===== config.mk =====
export PLATFORM = sky130hd
export DESIGN_NAME = match_req_dispatch
export DESIGN_NICKNAME = d
export VERILOG_FILES = /design/src/rtl/match_req_dispatch.sv
export SDC_FILE = /design/constraint.sdc
export NUM_CORES = 1
export LEC_CHECK = 0
export ABC_AREA = 0
export BUFFER_PORTS_ARGS = -buffer_cell sky130_fd_sc_hd__clkbuf_2
export CAP_MARGIN = 20
export CORE_MARGIN = 1.5
export CORE_UTILIZATION = 59
export DETAILED_ROUTE_END_ITERATION = 10
export PLACE_DENSITY = 0.86
export SKIP_LAST_GASP = 1
export SLEW_MARGIN = 10
export SYNTH_ARGS = -nofsm -noshare
export SYNTH_HDL_FRONTEND = slang
export SYNTH_SLANG_ARGS = --single-unit

===== constraint.sdc =====
create_clock -name clk -period 6.7 [get_ports clk]
set_input_delay 0.67 -clock clk [delete_from_list [all_inputs] [get_ports clk]]
set_output_delay 0.67 -clock clk [all_outputs]
set_load 0.05 [all_outputs]

===== src/rtl/match_req_dispatch.sv =====
// Splits an accepted request group into per-channel match requests, lowest
// pending index to lowest free channel, and announces each group to the collector.
`ifndef LAZY_LEN
`define LAZY_LEN 4
`endif
`ifndef NUM_MATCH_REQ_CH
`define NUM_MATCH_REQ_CH 2
`endif
`ifndef LAZY_LEN_LOG2
`define LAZY_LEN_LOG2 2
`endif

module match_req_dispatch #(
  parameter int L        = `LAZY_LEN,
  parameter int C        = `NUM_MATCH_REQ_CH,
  parameter int TAG_BITS = `LAZY_LEN_LOG2,
  parameter int AW       = 32
) (
  input  logic                  clk,
  input  logic                  rst_n,
  input  logic                  req_group_valid,
  output logic                  req_group_ready,
  input  logic [L-1:0]          req_group_strb,
  input  logic [L*AW-1:0]       req_group_addr,
  output logic [C-1:0]          req_valid,
  input  logic [C-1:0]          req_ready,
  output logic [C*TAG_BITS-1:0] req_tag,
  output logic [C*AW-1:0]       req_addr,
  output logic                  sync_group_valid,
  output logic [L-1:0]          sync_group_strb,
  input  logic                  resp_group_done
);

  localparam logic [1:0] ST_IDLE     = 2'd0;
  localparam logic [1:0] ST_DISPATCH = 2'd1;
  localparam logic [1:0] ST_WAIT     = 2'd2;

  logic [1:0]            state_r, state_nxt_s;
  logic [L-1:0]          pending_r, pending_nxt_s, src_mask_s;
  logic [L*AW-1:0]       payload_r, src_payload_s;
  logic [C-1:0]          valid_r, valid_nxt_s;
  logic [C*TAG_BITS-1:0] tag_r, tag_nxt_s;
  logic [C*AW-1:0]       addr_r, addr_nxt_s;
  logic                  sync_valid_r;
  logic [L-1:0]          sync_strb_r;
  logic                  accept_s;

  assign accept_s         = (state_r == ST_IDLE) && req_group_valid;
  assign req_group_ready  = (state_r == ST_IDLE);
  assign req_valid        = valid_r;
  assign req_tag          = tag_r;
  assign req_addr         = addr_r;
  assign sync_group_valid = sync_valid_r;
  assign sync_group_strb  = sync_strb_r;

  // Selects the index source: the incoming group on accept so channels load in
  // the same edge, otherwise the latched pending mask and payload buffer.
  always_comb begin
    src_mask_s    = {L{1'b0}};
    src_payload_s = payload_r;
    case (state_r)
      ST_IDLE: begin
        if (accept_s) begin
          src_mask_s    = req_group_strb;
          src_payload_s = req_group_addr;
        end else begin
          src_mask_s    = {L{1'b0}};
          src_payload_s = payload_r;
        end
      end
      ST_DISPATCH: begin
        src_mask_s    = pending_r;
        src_payload_s = payload_r;
      end
      default: begin
        src_mask_s    = {L{1'b0}};
        src_payload_s = payload_r;
      end
    endcase
  end

  // Free channels in ascending order each take the lowest remaining index.
  always_comb begin
    logic [L-1:0] rem;
    logic         found;
    rem         = src_mask_s;
    found       = 1'b0;
    valid_nxt_s = valid_r;
    tag_nxt_s   = tag_r;
    addr_nxt_s  = addr_r;
    for (int k = 0; k < C; k++) begin
      if (!valid_r[k] || req_ready[k]) begin
        found          = 1'b0;
        valid_nxt_s[k] = 1'b0;
        for (int i = 0; i < L; i++) begin
          if (!found && rem[i]) begin
            found                              = 1'b1;
            valid_nxt_s[k]                     = 1'b1;
            tag_nxt_s[k*TAG_BITS +: TAG_BITS]  = TAG_BITS'(i);
            addr_nxt_s[k*AW +: AW]             = src_payload_s[i*AW +: AW];
            rem[i]                             = 1'b0;
          end else begin
            rem[i] = rem[i];
          end
        end
      end else begin
        valid_nxt_s[k] = 1'b1;
      end
    end
    pending_nxt_s = rem;
  end

  // Group-level sequencing: one group in flight until the collector reports done.
  always_comb begin
    state_nxt_s = state_r;
    case (state_r)
      ST_IDLE: begin
        if (accept_s) begin
          state_nxt_s = (req_group_strb != {L{1'b0}}) ? ST_DISPATCH : ST_WAIT;
        end else begin
          state_nxt_s = ST_IDLE;
        end
      end
      ST_DISPATCH: begin
        if ((pending_nxt_s == {L{1'b0}}) && (valid_nxt_s == {C{1'b0}})) begin
          state_nxt_s = ST_WAIT;
        end else begin
          state_nxt_s = ST_DISPATCH;
        end
      end
      ST_WAIT: begin
        if (resp_group_done) begin
          state_nxt_s = ST_IDLE;
        end else begin
          state_nxt_s = ST_WAIT;
        end
      end
      default: state_nxt_s = ST_IDLE;
    endcase
  end

  // State, pending mask, channel registers and sync pulse.
  always_ff @(posedge clk) begin
    if (!rst_n) begin
      state_r      <= ST_IDLE;
      pending_r    <= {L{1'b0}};
      payload_r    <= {(L*AW){1'b0}};
      valid_r      <= {C{1'b0}};
      tag_r        <= {(C*TAG_BITS){1'b0}};
      addr_r       <= {(C*AW){1'b0}};
      sync_valid_r <= 1'b0;
      sync_strb_r  <= {L{1'b0}};
    end else begin
      state_r      <= state_nxt_s;
      pending_r    <= pending_nxt_s;
      payload_r    <= src_payload_s;
      valid_r      <= valid_nxt_s;
      tag_r        <= tag_nxt_s;
      addr_r       <= addr_nxt_s;
      sync_valid_r <= accept_s;
      sync_strb_r  <= accept_s ? req_group_strb : {L{1'b0}};
    end
  end

endmodule


# ---- Word level (Yosys, flattened, before mapping)
# Cells that the tools add are included.
dict set report word_totals {
  ff_bits 209
  latch_bits 0
  mem_bits_rw 0
  mem_bits_ro 0
  inputBits 138
  n_memories 0
}
dict set report op_classes {
  n_addsub 0
  mul 0
  n_div 0
  order_cmp 0
  eq_ne 2
  shift 0
  n_mux 53
  bitwise_logic 0
  reduce_logical 26
}
# cell count
set ops {}
lappend ops {{$mux 128} 2}
lappend ops {{$mux 32} 8}
lappend ops {{$mux 1} 26}
lappend ops {{$mux 2} 12}
lappend ops {{$mux 4} 3}
lappend ops {{$reduce_bool 4->1} 3}
lappend ops {{$logic_and 1x1->1} 8}
lappend ops {{$logic_not 1->1} 8}
lappend ops {{$pmux 4 s2} 1}
lappend ops {{$pmux 2 s3} 1}
lappend ops {{$logic_not 2->1} 2}
lappend ops {{$logic_not 4->1} 1}
lappend ops {{$reduce_and 2->1} 2}
lappend ops {{$eq 2x1->1 const B} 1}
lappend ops {{$eq 2x2->1 const B} 1}
lappend ops {{$logic_or 1x1->1} 2}

# ---- Logic depth before layout (Yosys ltp)
dict set report logic_depth {
  ltp_word 36
  mapped_depth 11
  depth_no_buf 6
}

# ---- Worst setup path before layout
# OpenSTA, ideal clock, no wires.
dict set report synth_timing {
  path_type {input to register}
  from {input req_group_valid}
  to {register addr_r[43], in the netlist req_addr[43]}
  setup_time_ns 0.138
  arrival_time_ns 2.359
  t_required_ns 6.562
  path_slack_ns 4.203
  path_stages 10
  path_buffers 4
  path_cell_list {buf_2 -> and4bb_1 -> or2_1 -> buf_2 -> o41a_1 -> and2_1 -> buf_6 -> buf_6 -> nor3_2 -> a211oi_1}
}
dict set report synth_via {
  elab_chain_cells 20
  elab_cells_between_ends 39
  cone_classes {24 x mux; 15 x reduce/logical}
}
# element line_no
set synth_lines {}
lappend synth_lines {{from (decl)} 21} ;# input logic req_group_valid,
lappend synth_lines {{$logic_and 1x1->1 *} 48} ;# assign accept_s = (state_r == ST_IDLE) && req_group_valid;
lappend synth_lines {{$mux 4} 63} ;# if (accept_s) begin
lappend synth_lines {{$pmux 4 s2} 61} ;# case (state_r)
lappend synth_lines {{$mux 1} 96} ;# if (!found && rem[i]) begin
lappend synth_lines {{$mux 1} 92} ;# if (!valid_r[k] || req_ready[k]) begin
lappend synth_lines {{$logic_not 1->1} 96}
lappend synth_lines {{$logic_and 1x1->1} 96}
lappend synth_lines {{$mux 1} 96}
lappend synth_lines {{(+4 left out)} n/a}
lappend synth_lines {{$logic_not 1->1 (tied with other cells)} 96}
lappend synth_lines {{$logic_and 1x1->1 or $logic_not 1->1 (tied branches)} 96}
lappend synth_lines {{$mux 1 or $logic_and 1x1->1 (tied branches)} 96}
lappend synth_lines {{$mux 1, on equally long branches} {92, 96}}
lappend synth_lines {{$logic_not 1->1 or $mux 4 (tied branches)} {96, 92}}
lappend synth_lines {{$logic_and 1x1->1} 96}
lappend synth_lines {{$reduce_bool 4->1 (no source line)} n/a}
lappend synth_lines {{$reduce_and 2->1 (no source line)} n/a}
lappend synth_lines {{to (signal assigned)} 150} ;# addr_r <= {(C*AW){1'b0}};
lappend synth_lines {{to (signal assigned)} 159} ;# addr_r <= addr_nxt_s;
lappend synth_lines {{to (decl)} 43} ;# logic [C*AW-1:0] addr_r, addr_nxt_s;
# Mark *: on every way between the ends. The rest lies on a longest branch, timed or not. The select of a mux whose other input is x is not followed.
# A chain may end at the register's enable or synchronous reset.

# ---- Worst setup path in the final report
dict set report layout_timing {
  from {register state_r[0]}
  to {register addr_r[63], in the netlist req_addr[63]}
}
dict set report layout_via {
  elab_chain_cells 21
  elab_cells_between_ends 41
  cone_classes {1 x eq/ne; 24 x mux; 16 x reduce/logical}
}
# element line_no
set layout_lines {}
lappend layout_lines {{from (decl)} 38} ;# logic [1:0] state_r, state_nxt_s;
lappend layout_lines {{from (signal assigned)} 154} ;# state_r <= state_nxt_s;
lappend layout_lines {{$logic_not 2->1} {48, 61}}
lappend layout_lines {{$logic_and 1x1->1} 48}
lappend layout_lines {{$mux 4} 63}
lappend layout_lines {{$pmux 4 s2} 61}
lappend layout_lines {{$mux 1} 96}
lappend layout_lines {{$mux 1} 92}
lappend layout_lines {{$logic_not 1->1} 96}
lappend layout_lines {{$logic_and 1x1->1} 96}
lappend layout_lines {{(+5 left out)} n/a}
lappend layout_lines {{$logic_not 1->1 (tied with other cells)} 96}
lappend layout_lines {{$logic_and 1x1->1 or $logic_not 1->1 (tied branches)} 96}
lappend layout_lines {{$mux 1 or $logic_and 1x1->1 (tied branches)} 96}
lappend layout_lines {{$mux 1, on equally long branches} {92, 96}}
lappend layout_lines {{$logic_not 1->1 or $mux 4 (tied branches)} {96, 92}}
lappend layout_lines {{$logic_and 1x1->1} 96}
lappend layout_lines {{$reduce_bool 4->1 (no source line)} n/a}
lappend layout_lines {{$reduce_and 2->1 (no source line)} n/a}
# Parallel ways exist; a longest one is shown, timed or not. The select of a mux whose other input is x is not followed.

==> run_results.csv <==
group,metric,value,unit
pwr,p_clk_share,34.9,%
detailed_routing,ant_nets,0,
clock_tree,tritoncts,"yes",
clock_tree,clockBufferDepth,3,
timing,worst_pin_slew,1.097,ns
final_layout,drive_gt1_share,31.52,%
clock_tree,clk_pin_slew_worst_paths,0.06,ns
detailed_routing,avgRoutedWirePerCell,18.10,um
setup_path,r2r_start,"state_r[0]",
placement,portBuffers,213,
setup_path,crit_type,"reg2reg",
placement,placed_cell_area,0.01076,sq mm
setup_path,rr_endpoint,"req_addr[63]",
timing,slew_viol_final,0,
min_path,hold-path-endpoint,"sync_group_strb[3]",
pwr,power,3.618,mW
logic_synthesis,netlist.area_leader.share,43.11,%
detailed_routing,vias_per_cell,5.837,
global_routing,grt_max_degree,107,
setup_path,r2r_cells,7,
placement,hpwlAfterDp,15.91,mm
logic_synthesis,yosys.cell_types.count,49,
logic_synthesis,postSynthCellCount,993,
clock_tree,post_cts_buffers,0,
global_routing,grt_first_pass_wirelength,39.99,mm
global_routing,overflow,0,
timing,skew,0.01082,ns
detailed_routing,vias,8119,
final_layout,fin_util,72.28,%
pwr,power.switching,1.161,mW
detailed_routing,wl,25.18,mm
floorplanning,num_rows,46,
global_routing,antenna_found_initial,1,
timing,fin_crit_sh,52.44,%
placement,gp_congestion,0.8325,
min_path,hold_path.class,"in2reg",
logic_synthesis,synth_fa_ha_area_share,0.1160,%
clock_tree,cts_buffers,23,
logic_synthesis,synth_edf_count,0,
logic_synthesis,synth_ff_type,"dfxtp_1",
logic_synthesis,avgSynthCellArea,9.774,sq um
pwr,power_frac_seq,39.7,%
timing,rsz0062_at_grt,"no",
logic_synthesis,synthesis.nets,1131,
timing,hold_viol,0,
run_status,status,"finished, final reports clean",
logic_synthesis,synthXorXnorAreaFrac,0.1805,%
logic_synthesis,synth_top_family_by_area,"multiplexers",
final_layout,syn2layout_area_growth,19.16,%
timing,setup_viol,0,
pwr,pwr-share-comb,25.4,%
pwr,p_leak,5.711,nW
placement,post-place-ws,3.084,ns
floorplanning,fp.dieW,131.3,um
setup_path,worstPathArrival,3.92,ns
final_layout,fin_nets,1297,
logic_synthesis,syn-cell-area,0.009706,sq mm
clock_tree,cts_root_buffer,"clkbuf_16",
timing,max_freq,284.6,MHz
logic_synthesis,yosysWarnings,0,
pwr,ir_drop,0.2264,mV
pwr,p_int,2.457,mW
logic_synthesis,synthMuxAreaShare,23.93,%
logic_synthesis,yosysTopAreaCell,"dfxtp_1",
clock_tree,clock-sinks,209,
clock_tree,ctsHoldBuffers,0,
setup_path,end_kind,"flip-flop",
min_path,whs_path_depth,2,
detailed_routing,dr.first_iter.drc_count,738,
setup_path,start_kind,"flip-flop",
floorplanning,fp.dieArea,0.01723,sq mm
timing,tns,0,ns
timing,fin_ws,3.187,ns
global_routing,grt_pass1_vias,7890,
logic_synthesis,async_flop_share,0,%
final_layout,fin_area,0.01156,sq mm
logic_synthesis,yosysSeqAreaShare,43.11,%
floorplanning,fp.coreArea,0.01600,sq mm
logic_synthesis,synth_area_leaders,"dfxtp_1 43%, mux2i_1 17%, mux2_2 7.4%",
floorplanning,start_util,60.66,%
logic_synthesis,synthSimpleGateAreaFrac,14.30,%
detailed_routing,drc,0,
pwr,swShare,32.10,%
logic_synthesis,ys_seq_elements,209,
timing,min_period,3.513,ns
setup_path,crit_required,7.11,ns
setup_path,critPathMaxFanout,53,
setup_path,r2r_slack,3.19,ns
floorplanning,die_y,131.3,um
clock_tree,clk_latency,0.51,ns
clock_tree,htree_levels,1,
clock_tree,ctsResizeCount,0,
timing,relSlewSlack,26.86,%
global_routing,grt_usage,28.23,%
pwr,p_per_area,312.8,mW/mm^2
min_path,worstHoldStart,"req_group_strb[3]",
logic_synthesis,synth_compound_area_share,12.76,%
run,max-cap-violations,0,
floorplanning,io_pins,214,
detailed_routing,drt-pass1-iter-count,6,
per-stage QoR:
stage | cells | hold slack (ns)
after CTS | 1388 | 0.4143
after floorplan | 993 | 0.4734
after global placement | 1347 | 0.4549
final | 1391 | 0.4257
after detailed placement | 1348 | 0.4551
after global routing | 1391 | 0.4252
synth_stat cells (2+ instances only):
cell,number
a21oi_1,36
xor2_1,2
nor2b_1,4
nand2b_1,2
nor2_2,2
nand3_1,4
nor2_1,107
a22oi_1,2
buf_6,5
buf_4,9
and3b_1,4
and2_1,36
dfxtp_1,209
or2_1,2
inv_1,31
nor3_2,30
o21ai_0,30
and4bb_1,2
o21a_1,2
mux2i_1,160
nor4_2,2
o22ai_1,2
buf_2,30
mux2_2,64
nand2_1,41
clkbuf_1,39
and3_1,6
o21ai_1,39
nor3_1,8
a211oi_1,33
a32o_1,32
power by group through the flow:
stage	Combinational (mW)	Sequential, mW	Clock [mW]
floorplan	0.502	1.64	0
global route	0.989	1.45	1.32
CTS	0.913	1.43	1.27
detailed placement	0.908	1.46	0
global placement	0.887	1.46	0
finish	0.921	1.44	1.26
worst max path at each step:
stage                         start      endpoint  slack [ns]  cells after the start
floorplan           req_group_valid  req_addr[43]        4.20                     10
global placement    req_group_valid  req_addr[63]        3.16                      8
detailed placement  req_group_valid  req_addr[63]        3.08                      8
CTS                      state_r[0]  req_addr[63]        3.23                      7
global route             state_r[0]  req_addr[63]        2.98                      7
finish                   state_r[0]  req_addr[63]        3.19                      7
routing by layer:
| metal | GRT usage [%] | routed length, um | vias to the layer above |
|---|---|---|---|
| met4 | 9.198 | 673 | 0 |
| li1 | - | - | 3853 |
| met2 | 47.65 | 11900 | 380 |
| met1 | 37.28 | 10660 | 3833 |
| met5 | 0 | 0 | - |
| met3 | 4.128 | 1940 | 53 |
critical path, cell delays in order, from the launching register on:
cell and delay, ns:
dfxtp_1 0.65, nand2_1 0.19, o21a_1 0.26, maj3_2 0.36
a221oi_4 0.75, buf_4 0.71, nor3_1 0.13, a2111oi_2 0.35
flip-flops by register name, indices dropped and copies added (netlist names):
| register | count |
|---|---|
| sync_group_valid | 1 |
| req_valid | 2 |
| req_addr | 64 |
| sync_group_strb | 4 |
| pending_r | 4 |
| payload_r | 128 |
| req_tag | 4 |
| state_r | 2 |
cells in the final DEF (no fill, tap or decap), drive strengths merged, types with 4 or more instances in the layout:
cell type,count
buf,12
nor2,109
o21ai,70
a21oi,36
nand3,4
dfxtp,209
mux2i,160
nand2,41
mux2,64
nor2b,4
inv,32
and2,36
a32o,32
nor3,38
a211oi,33
and3,6
and3b,4
clkbuf,248
cells by family (layout without fill, tap and decap cells):
group	count (synthesis)	count (layout)
buffers and inverters	116	297
DFF	209	209
and+or+nand+nor	257	257
AOI/OAI and AO/OA	184	184
xor gates and xnor gates	2	2
adders and majority gates	1	1
muxes	224	224
other	0	1
layout make-up:
| cell class | count | area [sq um] |
|---|---|---|
| Tap cell | 216 | 270.3 |
| Timing Repair Buffer | 225 | 1212 |
| Multi-Input combinational cell | 668 | 5025 |
| Clock inverter | 5 | 78.83 |
| Antenna cell | 1 | 2.502 |
| Fill cell | 1203 | 4436 |
| Clock buffer | 35 | 670.6 |
| Inverter | 32 | 121.4 |
| Sequential cell | 209 | 4184 |
Power figures use the tool's default switching activity.
